`src/rtl/seq_mult_32.sv`:
```
// Radix-2 shift-add 32x32 unsigned multiplier, one multiplier bit per cycle.
// Optional early termination when SEQ_MULT_EARLY_TERM_EN is defined.
module seq_mult_32 #(
    parameter int WIDTH = 32,
    parameter int CNT_W = 6
) (
    input  logic               clk,
    input  logic               rst_n,
    input  logic               start,
    input  logic [WIDTH-1:0]   a,
    input  logic [WIDTH-1:0]   b,
    output logic               busy,
    output logic               done,
    output logic [2*WIDTH-1:0] product
);

    typedef enum logic {
        IDLE,
        CALC
    } state_t;

    state_t             state_q, state_d;
    logic [2*WIDTH-1:0] p_q, p_d;
    logic [WIDTH-1:0]   m_q, m_d;
    logic [CNT_W-1:0]   cnt_q, cnt_d;
    logic               busy_q, busy_d;
    logic               done_q, done_d;

    // Adder stage: A=P[63:32], B=M, carry-in tied low
    logic [WIDTH-1:0]   sum;
    logic               co;
    logic [2*WIDTH-1:0] step_p;
    logic               last;
    logic               finish;

    assign {co, sum} = {1'b0, p_q[2*WIDTH-1:WIDTH]} + {1'b0, m_q};
    assign last      = (cnt_q == CNT_W'(WIDTH-1));

    always_comb begin
        step_p = {1'b0, p_q[2*WIDTH-1:WIDTH], p_q[WIDTH-1:1]};
        if (p_q[0]) begin
            step_p = {co, sum, p_q[WIDTH-1:1]};
        end
    end

`ifdef SEQ_MULT_EARLY_TERM_EN
    logic [WIDTH-1:0] rem_mask;
    logic             rem_zero;
    logic [CNT_W-1:0] sh_amt;

    // Bits P[31-k:0] are the multiplier bits not yet consumed
    assign rem_mask = {WIDTH{1'b1}} >> cnt_q;
    assign rem_zero = ((p_q[WIDTH-1:0] & rem_mask) == '0);
    assign sh_amt   = CNT_W'(WIDTH) - cnt_q;
    assign finish   = rem_zero | last;
`else
    assign finish   = last;
`endif

    always_ff @(posedge clk or negedge rst_n) begin
        if (!rst_n) begin
            state_q <= IDLE;
            p_q     <= '0;
            m_q     <= '0;
            cnt_q   <= '0;
            busy_q  <= 1'b0;
            done_q  <= 1'b0;
        end else begin
            state_q <= state_d;
            p_q     <= p_d;
            m_q     <= m_d;
            cnt_q   <= cnt_d;
            busy_q  <= busy_d;
            done_q  <= done_d;
        end
    end

    always_comb begin
        state_d = state_q;
        p_d     = p_q;
        m_d     = m_q;
        cnt_d   = cnt_q;
        busy_d  = busy_q;
        done_d  = 1'b0;
        unique case (state_q)
            IDLE: begin
                if (start) begin
                    m_d     = a;
                    p_d     = {{WIDTH{1'b0}}, b};
                    cnt_d   = '0;
                    state_d = CALC;
                    busy_d  = 1'b1;
                end
            end
            CALC: begin
                cnt_d = cnt_q + 1'b1;
`ifdef SEQ_MULT_EARLY_TERM_EN
                p_d   = rem_zero ? (p_q >> sh_amt) : step_p;
`else
                p_d   = step_p;
`endif
                if (finish) begin
                    state_d = IDLE;
                    busy_d  = 1'b0;
                    done_d  = 1'b1;
                end
            end
            default: state_d = IDLE;
        endcase
    end

    assign busy    = busy_q;
    assign done    = done_q;
    assign product = p_q;

endmodule

```
`config.mk`:
```
export PLATFORM = sky130hd
export DESIGN_NAME = seq_mult_32
export DESIGN_NICKNAME = d
export VERILOG_FILES = /design/src/rtl/seq_mult_32.sv
export SDC_FILE = /design/constraint.sdc
export NUM_CORES = 1
export LEC_CHECK = 0
export BUFFER_PORTS_ARGS = -buffer_cell sky130_fd_sc_hd__buf_2
export CAP_MARGIN = 10
export CORE_MARGIN = 4
export CORE_UTILIZATION = 61
export CTS_BUF_LIST = sky130_fd_sc_hd__clkbuf_8
export CTS_CLUSTER_DIAMETER = 60
export DETAILED_ROUTE_END_ITERATION = 16
export PLACE_DENSITY = 0.85
export SYNTH_ARGS = -nofsm -noshare
export SYNTH_HDL_FRONTEND = slang
export SYNTH_SLANG_ARGS = --single-unit
export TNS_END_PERCENT = 20
```
`constraint.sdc`:
```
create_clock -name clk -period 6.5 [get_ports clk]
set_input_delay 0.325 -clock clk [delete_from_list [all_inputs] [get_ports clk]]
set_output_delay 0.325 -clock clk [all_outputs]
set_load 0.02 [all_outputs]
```
=== Yosys cells after proc, flatten, opt, wreduce, memory -nomap -nowiden ===
Cells that the tools add are included.

* Add/subtract/negate cells: 2
* Equal/unequal tests: 3
* Mux-type cells: 13
* Bitwise gates (word level): 1
* Reductions and logical operators: 2

{| class="wikitable"
|+ Operators with widths
! operator !! number
|-
| $mux W64 || 2
|-
| $pmux W64 S2 || 1
|-
| $add A32 B32 Y33 || 1
|-
| $pmux W6 S2 || 1
|-
| $add A6 B1 Y6 const B || 1
|-
| $eq A6 B5 Y1 const B || 1
|-
| $mux W1 || 6
|-
| $mux W6 || 1
|-
| $pmux W1 S2 || 2
|-
| $reduce_and A2 Y1 || 2
|-
| $ne A2 B1 Y1 const B || 1
|-
| $ne A2 B2 Y1 const B || 1
|-
| $not A1 Y1 || 1
|}

* Register bits after elaboration: 105
* Output and inout bits: 66

=== Longest topological paths before layout ===
Gate-level depths: netlist of the first run.

* Depth after elaboration: 3
* Gate-level depth with buffers: 9
* Depth with buffers taken out: 9

=== Least setup slack after synthesis of the first run ===
No wires, ideal clock.

* Path type: reg-to-reg
* Start: register p_q[32] (netlist: product[32])
* End: register p_q[53] (netlist: product[53])
* Arrival time: 2.242 ns
* Data required time: 6.371 ns
* Path slack: 4.128 ns
* Cell stages (with the launch flop): 10
* Clock period less this slack: 2.372 ns
* Path through: dfrtp_1 ha_1 fa_1 a21o_1 nand4_1 a211oi_1 a211oi_2 o21bai_1 xnor2_1 o21ai_1

* Longest elaborated chain between the ends: 3

{| class="wikitable"
|+ RTL lines
! element !! line !! source
|-
| start, declared || 23 || <nowiki>logic [2*WIDTH-1:0] p_q, p_d;</nowiki>
|-
| start signal, assigned || 70 || <nowiki>p_q <= p_d;</nowiki>
|-
| $add A32 B32 Y33 || 36 || <nowiki>assign {co, sum} = {1'b0, p_q[2*WIDTH-1:WIDTH]} + {1'b0, m_q};</nowiki>
|-
| $mux W64 || 41 || <nowiki>if (p_q[0]) begin</nowiki>
|-
| $pmux W64 S2 || 85 || <nowiki>unique case (state_q)</nowiki>
|}

Every way passes these cells.
A chain may end at the register's enable or synchronous reset.

=== Worst setup path after layout of the first run ===
Ends and elaborated chain as after synthesis.

==> results of run 1 <==
cells in the mapped netlist (12+ instances only):
cell and count:
nand4_1 12, nand2_1 175, xnor2_1 12, a21oi_1 35
mux2i_1 37, o21ai_0 70, a22oi_1 18, a21o_1 13
nor2_1 31, clkbuf_1 32, dfrtp_1 105, ha_1 33
sequential cells by signal (all words and copies together) (netlist names):
signal,cells
busy,1
cnt_q,6
done,1
m_q,32
product,64
state_q,1
area by class of cell:
cell class	instances	area share [%]
well taps	133	2.31
inverters	6	0.312
repair buffers	140	10.2
clock buffers	9	1.72
clock inverters	7	1.11
multi-input cells	564	47.9
flip-flops and latches	105	36.5
per-layer routing:
metal  track usage, %  share of wire (%)  vias up  routed length [um]
li1                 -                  -     2762                   -
met1             36.3                 42     2736                6780
met2             46.9                 50      179                8230
met3             6.64                6.2       21                1010
met4             9.88                1.7        0                 282
met5                0                  0        -                   0
worst max-delay path by stage:
stage | startpoint | end | slack (ns) | cells after the start
after floorplan | product[32] | product[53] | 4.13 | 9
after global placement | product[32] | product[53] | 3.92 | 9
after detailed placement | state_q | product[55] | 3.85 | 4
after CTS | product[32] | product[49] | 3.80 | 9
after global routing | state_q | product[55] | 3.56 | 4
final | product[32] | product[53] | 3.78 | 9
power breakdown:
| part | switching [mW] | leakage, nW | internal, mW |
|---|---|---|---|
| Clock | 0.241 | 0.101 | 0.183 |
| Sequential | 0.285 | 1.29 | 0.976 |
| Combinational | 1.54 | 2.23 | 0.967 |
cell families (layout without fill, tap and decap cells):
family	Yosys count	in the layout	share of synthesized area, %
compound gates	201	201	20.2
xor+xnor	21	21	2.93
fa+ha+maj	34	34	6.90
flops	105	105	41.9
buf+inv	49	162	3.15
simple gates	268	268	18.4
mux	40	40	6.44
metrics by stage:
stage / utilization, % / std cells
detailed placement: 70.4 / 946
CTS: 72.6 / 963
global route: 72.7 / 964
global placement: 70.4 / 946
finish: 72.7 / 964
floorplan: - / 718
worst max-delay path, stage by stage (launching register included):
cell and delay [ns]:
dfrtp_1 0.43, ha_1 0.26, fa_1 0.41, a21o_1 0.22, nand4_1 0.19, a211oi_1 0.12, a211oi_2 0.53, o21bai_1 0.18
xnor2_1 0.17, o21ai_1 0.07
==> impl_results.md, run 1 <==
* Status: finished, final reports clean
* # rows at 36
* Post-DRT Antenna Nets at 0
* CTS buffer count at 9
* Post-synth top area share at 41.9%
* IO Port Bufs at 132
* Cell taking the most area after synthesis: dfrtp_1
* Detailed Place HPWL at 12000 um
* Chip Width at 109 um
* LEAKAGE at 3.62 nW
* CP arrival at 2.96 ns
* Synth warnings at 0
* Setup WS pre-CTS at 3.85 ns
* Rel. slew slack at 30.7%
* Multi-input gate area at 0.00345 mm2
* # Post-CTS Setup Buffers at 0
* Layout Skew at 0.0145 ns
* Setup CP Type: reg -> reg
* Vias in the first global route at 5647
* Clk pin slew, worst setup/hold paths at 0.11 ns
* I/O pin count at 133
* Crit. End Element: flop
* Final weighted congestion in routability-driven placement at 0.980
* Worst EP required at 6.74 ns
* Total Power at 4.19 mW
* Critical path fanouts, max at 5
* R2R depth at 9
* R2R Setup Slk at 3.78 ns
* Post-synthesis sequential area ratio at 41.9%
* Main flop type after synthesis: dfrtp_1
* Min cycle time layout at 2.72 ns
* Drt pass-1 iters at 5
* Final worst slack at 3.78 ns
* # setup viols final at 0
* Clk buf depth at 2
* Mapped cell area at 0.00627 mm2
* Area Overhead vs Synth at 14.9%
* FF+latch area at 0.00263 mm2
* Number of synthesized flops with an enable pin at 0
* CORE AREA at 0.00991 mm2
* Min-Delay Endpoint: m_q[30]
* FF+latch count, synth at 105
* Final TNS setup at 0 ns
* Residual DRC at 0
* CTS root buf: clkbuf_8
* Asr flop ratio synth at 100%
* Die H at 109 um
* H-tree depth at 3
* Crit start category: flop
* Total track usage at 28.3%
* Fin. Hold Viols at 0
* Number of DRC markers in iteration 0 at 377
* Hold Path Depth at 3
* Clock sinks at 105
* DR vias at 5698
* Hold slack at 0.113 ns
* Final period utilization at 41.9%
* DP Area at 0.00698 mm2
* CTS tree: done
* Fill count at 797
* Nets at 927
* DR WL/cell at 16.9 um
* Fmax at 367 MHz
* Max Slew Vio Count at 0
* Share of layout cells above drive strength 1 at 20.7%
* Commonest non-fill, non-tap cell in the layout: nand2_1
* Initial antenna violation count at 0
* Max cap viols at 0
* Hold Path Class: in -> reg
* Largest net degree at the start of global routing at 93
* PostCTS Resize Cnt at 0
* Post-synthesis cell type count at 53
* RSZ-0062 raised after global routing: no
* Syn Inst Count at 718
* Hold-fix buffer count after cts at 1
* First-pass GRT wire length at 26800 um
* R2R Path Start: product[32]
* Clk Latency, worst-skew pair at 0.39 ns
* Total power divided by cell area at 581 mW/mm2
* Syn avg cell area at 8.74 um2
* Initial Util at 63.3%
* Worst-margin pin slew at 1.04 ns
* Antenna Cells at 0
* Final wirelength at 16300 um
* Max IR drop VDD at 0.337 mV
* Die area at 0.0120 mm2
* Post-route cell area at 0.00721 mm2
* Post-Syn Nets at 819
* Gr ovfl total at 0
* HP Start: a[30]
* Synth area leaders: dfrtp_1 (42%), nand2_1 (10%), ha_1 (6.6%)
* Vias/cell at 5.91
* Most frequent cells in the layout: nand2_1 (175), buf_2 (131), dfrtp_1 (104)
* RR Endpoint: product[53]
No activity file was read; power rests on OpenSTA's default activity.
==> run 2, diff against run 1 <==
--- a/config.mk
+++ b/config.mk
@@ -8,11 +8,11 @@
 export BUFFER_PORTS_ARGS = -buffer_cell sky130_fd_sc_hd__buf_2
 export CAP_MARGIN = 10
 export CORE_MARGIN = 4
-export CORE_UTILIZATION = 61
+export CORE_UTILIZATION = 57
 export CTS_BUF_LIST = sky130_fd_sc_hd__clkbuf_8
 export CTS_CLUSTER_DIAMETER = 60
 export DETAILED_ROUTE_END_ITERATION = 16
-export PLACE_DENSITY = 0.85
+export PLACE_DENSITY = 0.8
 export SYNTH_ARGS = -nofsm -noshare
 export SYNTH_HDL_FRONTEND = slang
 export SYNTH_SLANG_ARGS = --single-unit
==> constraint.sdc (replaced) <==
create_clock -name clk -period 2.6 [get_ports clk]
set_input_delay 0.13 -clock clk [delete_from_list [all_inputs] [get_ports clk]]
set_output_delay 0.13 -clock clk [all_outputs]
set_load 0.02 [all_outputs]
==> run 2 against run 1 <==
Core utilization fell by 1.9 points; total power grew to 2.6 times the previous value; sequential cell count unchanged; highest routed layer unchanged.
==> impl_results.md, run 2 (synthesis gave the netlist of run 1 again) <==
* Status: finished, final reports clean
* Crit start category: flop
* Max FFs per register at 64 (unchanged)
* M2 GR Usage at 48.1% (+1.2 points)
* Setup CP Type: reg -> reg
* Area Overhead vs Synth at 21.8%
* Post-DRT Antenna Nets at 0 (unchanged)
* Max Slew Vio Count at 0 (unchanged)
* CTS root buf: clkbuf_8
* Vias in the first global route at 6170 (+9.3%)
* Fin. Hold Viols at 0 (unchanged)
* Fmax at 408 MHz (+11%)
* Layout Skew at 0.0156 ns (+0.00111 ns)
* Hold Path Class: in -> reg
* Worst path bufs/invs at 0 (unchanged)
* Gr ovfl total at 0 (unchanged)
* Share of layout cells above drive strength 1 at 21.0% (+0.29 points)
* LEAKAGE at 3.82 nW (+5.5%)
* Die area at 0.0127 mm2 (+6.5%)
* Rel. slew slack at 30.4% (-0.25 points)
* Detailed Place HPWL at 12500 um (+3.5%)
* CORE AREA at 0.0108 mm2 (+8.9%)
* Die H at 113 um (+3.2%)
* CP arrival at 2.72 ns (-0.24 ns)
* Final wirelength at 17500 um (+7.5%)
* Chip Width at 113 um (+3.2%)
* Min cycle time layout at 2.45 ns (-0.272 ns)
* CP Cell Sequence: ha_1, fa_1, a21o_1, nand4_1, a21oi_2, o2111ai_1, a21oi_1, xnor2_1, o21ai_0
* CTS tree: done
* Total track usage at 28.0% (-0.25 points)
* # rows at 38 (+5.6%)
* Drt pass-1 iters at 7 (+2)
* Global route hottest layer: met2
* Hold slack at 0.0209 ns (-0.0920 ns)
* Largest net degree at the start of global routing at 82 (-12%)
* Clk pin slew, worst setup/hold paths at 0.11 ns (about the same)
* Total Power at 10.9 mW (+160%)
* Total power divided by cell area at 1420 mW/mm2 (+140%)
* Worst EP required at 2.87 ns (-3.87 ns)
* Initial Util at 58.1% (-5.2 points)
* Clock sinks at 105 (unchanged)
* Commonest non-fill, non-tap cell in the layout: nand2_1
* Antenna Cells at 0 (unchanged)
* DR WL/cell at 17.3 um (+2.4%)
* Grt met1 use at 35.2% (-1.2 points)
* Max cap viols at 0 (unchanged)
* DR vias at 5976 (+4.9%)
* Clk buf depth at 2 (unchanged)
* Crit-path max cell delay at 0.43 ns (-0.10 ns)
* I/O pin count at 133 (unchanged)
* GR met3 Demand/Resource at 6.10% (-0.54 points)
* CTS buffer count at 9 (unchanged)
* Final period utilization at 94.3% (+52 points)
* Most frequent cells in the layout: nand2_1 (175), buf_2 (131), dfrtp_1 (104)
* RSZ-0062 raised after global routing: no
* Worst-margin pin slew at 1.04 ns (+0.00479 ns)
* H-tree depth at 3 (unchanged)
* Fill count at 842 (+5.6%)
* Top Family by Delay on Critical Path: compound AO/OA/AOI/OAI gates
* Core Util, Final at 70.8% (-1.9 points)
* Crit. End Element: flop
* IO Port Bufs at 132 (unchanged)
* Nets at 968 (+4.4%)
* Vias/cell at 5.91 (about the same)
* Critical path fanouts, max at 4 (-1)
* First-pass GRT wire length at 29200 um (+9.0%)
* Initial antenna violation count at 0 (unchanged)
* # setup viols final at 0 (unchanged)
* Number of DRC markers in iteration 0 at 455 (+21%)
* Residual DRC at 0 (unchanged)
* Max IR drop VDD at 0.744 mV (+120%)
* Final weighted congestion in routability-driven placement at 0.938 (-4.3%)
* Final TNS setup at 0 ns (unchanged)
* Slowest-stage cell, CP: fa_1
* Clk Latency, worst-skew pair at 0.40 ns (about the same)
run 2: power by group:
group          switching, mW  internal, mW
clock network          0.635         0.563
registers              0.712          2.44
logic                   3.95          2.56
run 2: area by class of cell:
cell class,count,area (um2),area share (%)
multi-input combinational,564,3470,45.4
sequential,105,2630,34.4
timing repair buffer,181,1110,14.6
tap,140,175,2.29
clock buffer,9,124,1.62
clock inverter,7,111,1.46
inverter,6,22.5,0.295
run 2: worst paths after layout:
path	startpoint	to	slack (ns)	depth (start not counted)
max	product[32]	product[59]	0.15	9
min	b[31]	product[31]	0.02	3
max reg2reg	product[32]	product[59]	0.15	9
min reg2reg	m_q[10]	m_q[10]	0.49	2
max in group asynchronous	rst_n	product[17]	1.45	3
min in group asynchronous	rst_n	product[48]	0.30	2
run 2: metrics by stage:
| stage | area, um2 | instances | setup WS (ns) |
|---|---|---|---|
| 6_report | 7640 | 1012 | 0.147 |
| 5_1_grt | 7640 | 1012 | 0.000194 |
| 4_1_cts | 7630 | 1012 | 0.0926 |
| 3_5_place_dp | 7060 | 963 | 0.122 |
| 3_3_place_gp | 7060 | 963 | 0.200 |
| 2_1_floorplan | 6270 | 718 | 0.228 |
run 2: tightest hold or removal path, stage by stage:
cell      delay [ns]
buf_2           0.08
a211oi_1        0.05
a21oi_1         0.11
run 2: metal layers:
metal,vias to the layer above,share of wire [%]
met5,-,0
met4,0,2.3
met3,45,5.3
met2,192,51
met1,2894,42
li1,2845,-
run 2: timing repair:
action	in CTS	in global routing
setup endpoints to repair	0	3
buffers inserted	0	0
endpoints found under the hold margin	77	0
hold buffers	33	0
gates resized for setup	0	5
==> run 3, diff against run 2 <==
==> config.mk (replaced) <==
export PLATFORM = sky130hd
export DESIGN_NAME = seq_mult_32
export DESIGN_NICKNAME = d
export VERILOG_FILES = /design/src/rtl/seq_mult_32.sv
export SDC_FILE = /design/constraint.sdc
export NUM_CORES = 1
export LEC_CHECK = 0
export CAP_MARGIN = 10
export CORE_MARGIN = 4
export CORE_UTILIZATION = 34
export CTS_BUF_LIST = sky130_fd_sc_hd__clkbuf_8
export CTS_CLUSTER_DIAMETER = 60
export DETAILED_ROUTE_END_ITERATION = 16
export DONT_BUFFER_PORTS = 1
export PLACE_DENSITY = 0.45
export SYNTH_ARGS = -nofsm -noshare
export SYNTH_HDL_FRONTEND = slang
export SYNTH_SLANG_ARGS = --single-unit
export TNS_END_PERCENT = 20
==> run 3 against run 2 <==
Setup slack gained 0.016 ns; combinational power shrank 4.3%; sequential cell count stayed put; hold slack better by 0.042 ns; clock skew is 0.0071 ns lower; global-route usage down 10 points; die area increased by 62%; sequential power grew 9.2%.
==> impl_results.md, run 3 (synthesis gave the netlist of run 1 again) <==
* Status: finished, final reports clean
* Most frequent cells in the layout: nand2_1 (175), dfrtp_1 (104), o21ai_0 (69)
* Drt pass-1 iters at 5 (-2)
* Commonest non-fill, non-tap cell in the layout: nand2_1
* Initial antenna violation count at 0 (unchanged)
* Clk pin slew, worst setup/hold paths at 0.11 ns (about the same)
* Chip Width at 144 um (+27%)
* Metal2 WL at 9070 um (+2.0%)
* Post-DRT Antenna Nets at 0 (unchanged)
* Worst EP required at 2.94 ns (+0.07 ns)
* # Post-CTS Setup Buffers at 0 (unchanged)
* Area Overhead vs Synth at 22.7%
* DR WL/cell at 17.7 um (+2.5%)
* I/O pin count at 133 (unchanged)
* Final period utilization at 93.7% (-0.61 points)
* Clock sinks at 105 (unchanged)
* Total power divided by cell area at 1390 mW/mm2 (-2.2%)
* Vias/cell at 5.26 (-11%)
* Max FFs per register at 64 (unchanged)
* Fill count at 1798 (+110%)
* CTS tree: done
* Fin. Hold Viols at 0 (unchanged)
* Antenna Cells at 0 (unchanged)
* DR vias at 5456 (-8.7%)
* Max Slew Vio Count at 0 (unchanged)
* Number of DRC markers in iteration 0 at 270 (-41%)
* Met1 WL at 8270 um (+13%)
* Clk Latency, worst-skew pair at 0.39 ns (about the same)
* Rel. slew slack at 60.4% (+30 points)
* Residual DRC at 0 (unchanged)
* First-pass GRT wire length at 29400 um (+0.71%)
* Layout Skew at 0.00854 ns (-0.00707 ns)
* Initial Util at 34.8% (-23 points)
* Critical path fanouts, max at 4 (unchanged)
* RSZ-0062 raised after global routing: yes
* Crit. End Element: flop
* LEAKAGE at 3.58 nW (-6.4%)
* Final TNS setup at 0 ns (unchanged)
* Die area at 0.0207 mm2 (+62%)
* Gr ovfl total at 0 (unchanged)
* Hold Path Class: in -> reg
* Min cycle time layout at 2.44 ns (-0.0159 ns)
* # setup viols final at 0 (unchanged)
* Nets at 904 (-6.6%)
* Setup CP Type: reg -> reg
* Final wirelength at 18400 um (+5.0%)
* Vias in the first global route at 5607 (-9.1%)
* Total track usage at 18.0% (-10 points)
* H-tree depth at 3 (unchanged)
* Final weighted congestion in routability-driven placement at 0.873 (-6.9%)
* WL met3 at 850 um (-9.3%)
* CP arrival at 2.77 ns (+0.05 ns)
* Total Power at 10.7 mW (-1.5%)
* CORE AREA at 0.0180 mm2 (+67%)
* Largest net degree at the start of global routing at 106 (+29%)
* Max IR drop VDD at 0.606 mV (-19%)
* # rows at 49 (+29%)
* Clk buf depth at 2 (unchanged)
* CTS root buf: clkbuf_8
* Fmax at 410 MHz (+0.65%)
* CTS buffer count at 9 (unchanged)
* Uppermost layer routed: met4
* Share of layout cells above drive strength 1 at 11.1% (-9.8 points)
* Detailed Place HPWL at 13200 um (+6.0%)
* Crit start category: flop
* Die H at 144 um (+27%)
* Core Util, Final at 42.7% (-28 points)
* Max cap viols at 0 (unchanged)
* IO Port Bufs at 0 (-100%)
* Worst-margin pin slew at 0.593 ns (-0.449 ns)
-- run 3: cell count changes in the layout (fill, tap and decap cells not counted), moves of 2 or more --
cell           change
bufinv_16          -2
buf_2            -131
buf_4             +32
dlygate4sd3_1     +33
a21boi_0           +2
inv_6              -2
a21boi_1           -2
buf_16             +2
-- run 3: worst max-delay path, cell delays in order, from the launching register on --
cell	delay [ns]
dfrtp_1	0.39
ha_2	0.22
fa_2	0.22
a21o_1	0.14
nand4_1	0.25
a21oi_2	0.31
o21ai_2	0.11
nor4bb_4	0.17
or4_1	0.48
nand3_1	0.09
-- run 3: final timing paths --
path | depth (start not counted) | slack [ns] | to | startpoint
max | 9 | 0.16 | product[55] | product[32]
min | 3 | 0.06 | state_q | start
max reg2reg | 9 | 0.16 | product[55] | product[32]
min reg2reg | 2 | 0.50 | m_q[31] | m_q[31]
max in group asynchronous | 2 | 1.81 | state_q | rst_n
min in group asynchronous | 2 | 0.32 | m_q[19] | rst_n
-- run 3: routing by layer --
layer,track usage (%),vias up
li1,-,2722
met1,23.4,2619
met4,3.67,0
met5,0,-
met2,30.2,100
met3,4.79,15
-- run 3: power by group --
| part | switching (mW) | internal [mW] |
|---|---|---|
| Combinational | 3.63 | 2.60 |
| Sequential | 1.01 | 2.43 |
| Clock | 0.659 | 0.369 |
| Total | 5.29 | 5.40 |
-- run 3: final cells by class --
cell class / count / area [um2] / area share (%)
clock inverters: 7 / 66.3 / 0.861
inverters: 6 / 22.5 / 0.292
multi-input cells: 564 / 3490 / 45.3
well taps: 229 / 287 / 3.72
clock buffers: 9 / 124 / 1.61
flip-flops and latches: 105 / 2630 / 34.1
repair buffers: 117 / 1080 / 14.1
-- run 3: repair_timing --
action,CTS,global route
endpoints found under the setup margin,0,6
hold endpoints to repair,177,0
hold buffers,68,0
gates resized for setup,0,7
-- run 3: metrics by stage --
stage / instance area [um2] / cells / hold WS, ns / worst slack, ns
after floorplan: 6270 / 718 / -0.166 / 0.228
after global placement: 6760 / 953 / -0.160 / 0.154
after detailed placement: 6760 / 953 / -0.160 / 0.0283
after CTS: 7670 / 1037 / 0.0420 / 0.00171
after global routing: 7700 / 1037 / 0.0225 / -0.0470
final: 7700 / 1037 / 0.0632 / 0.163
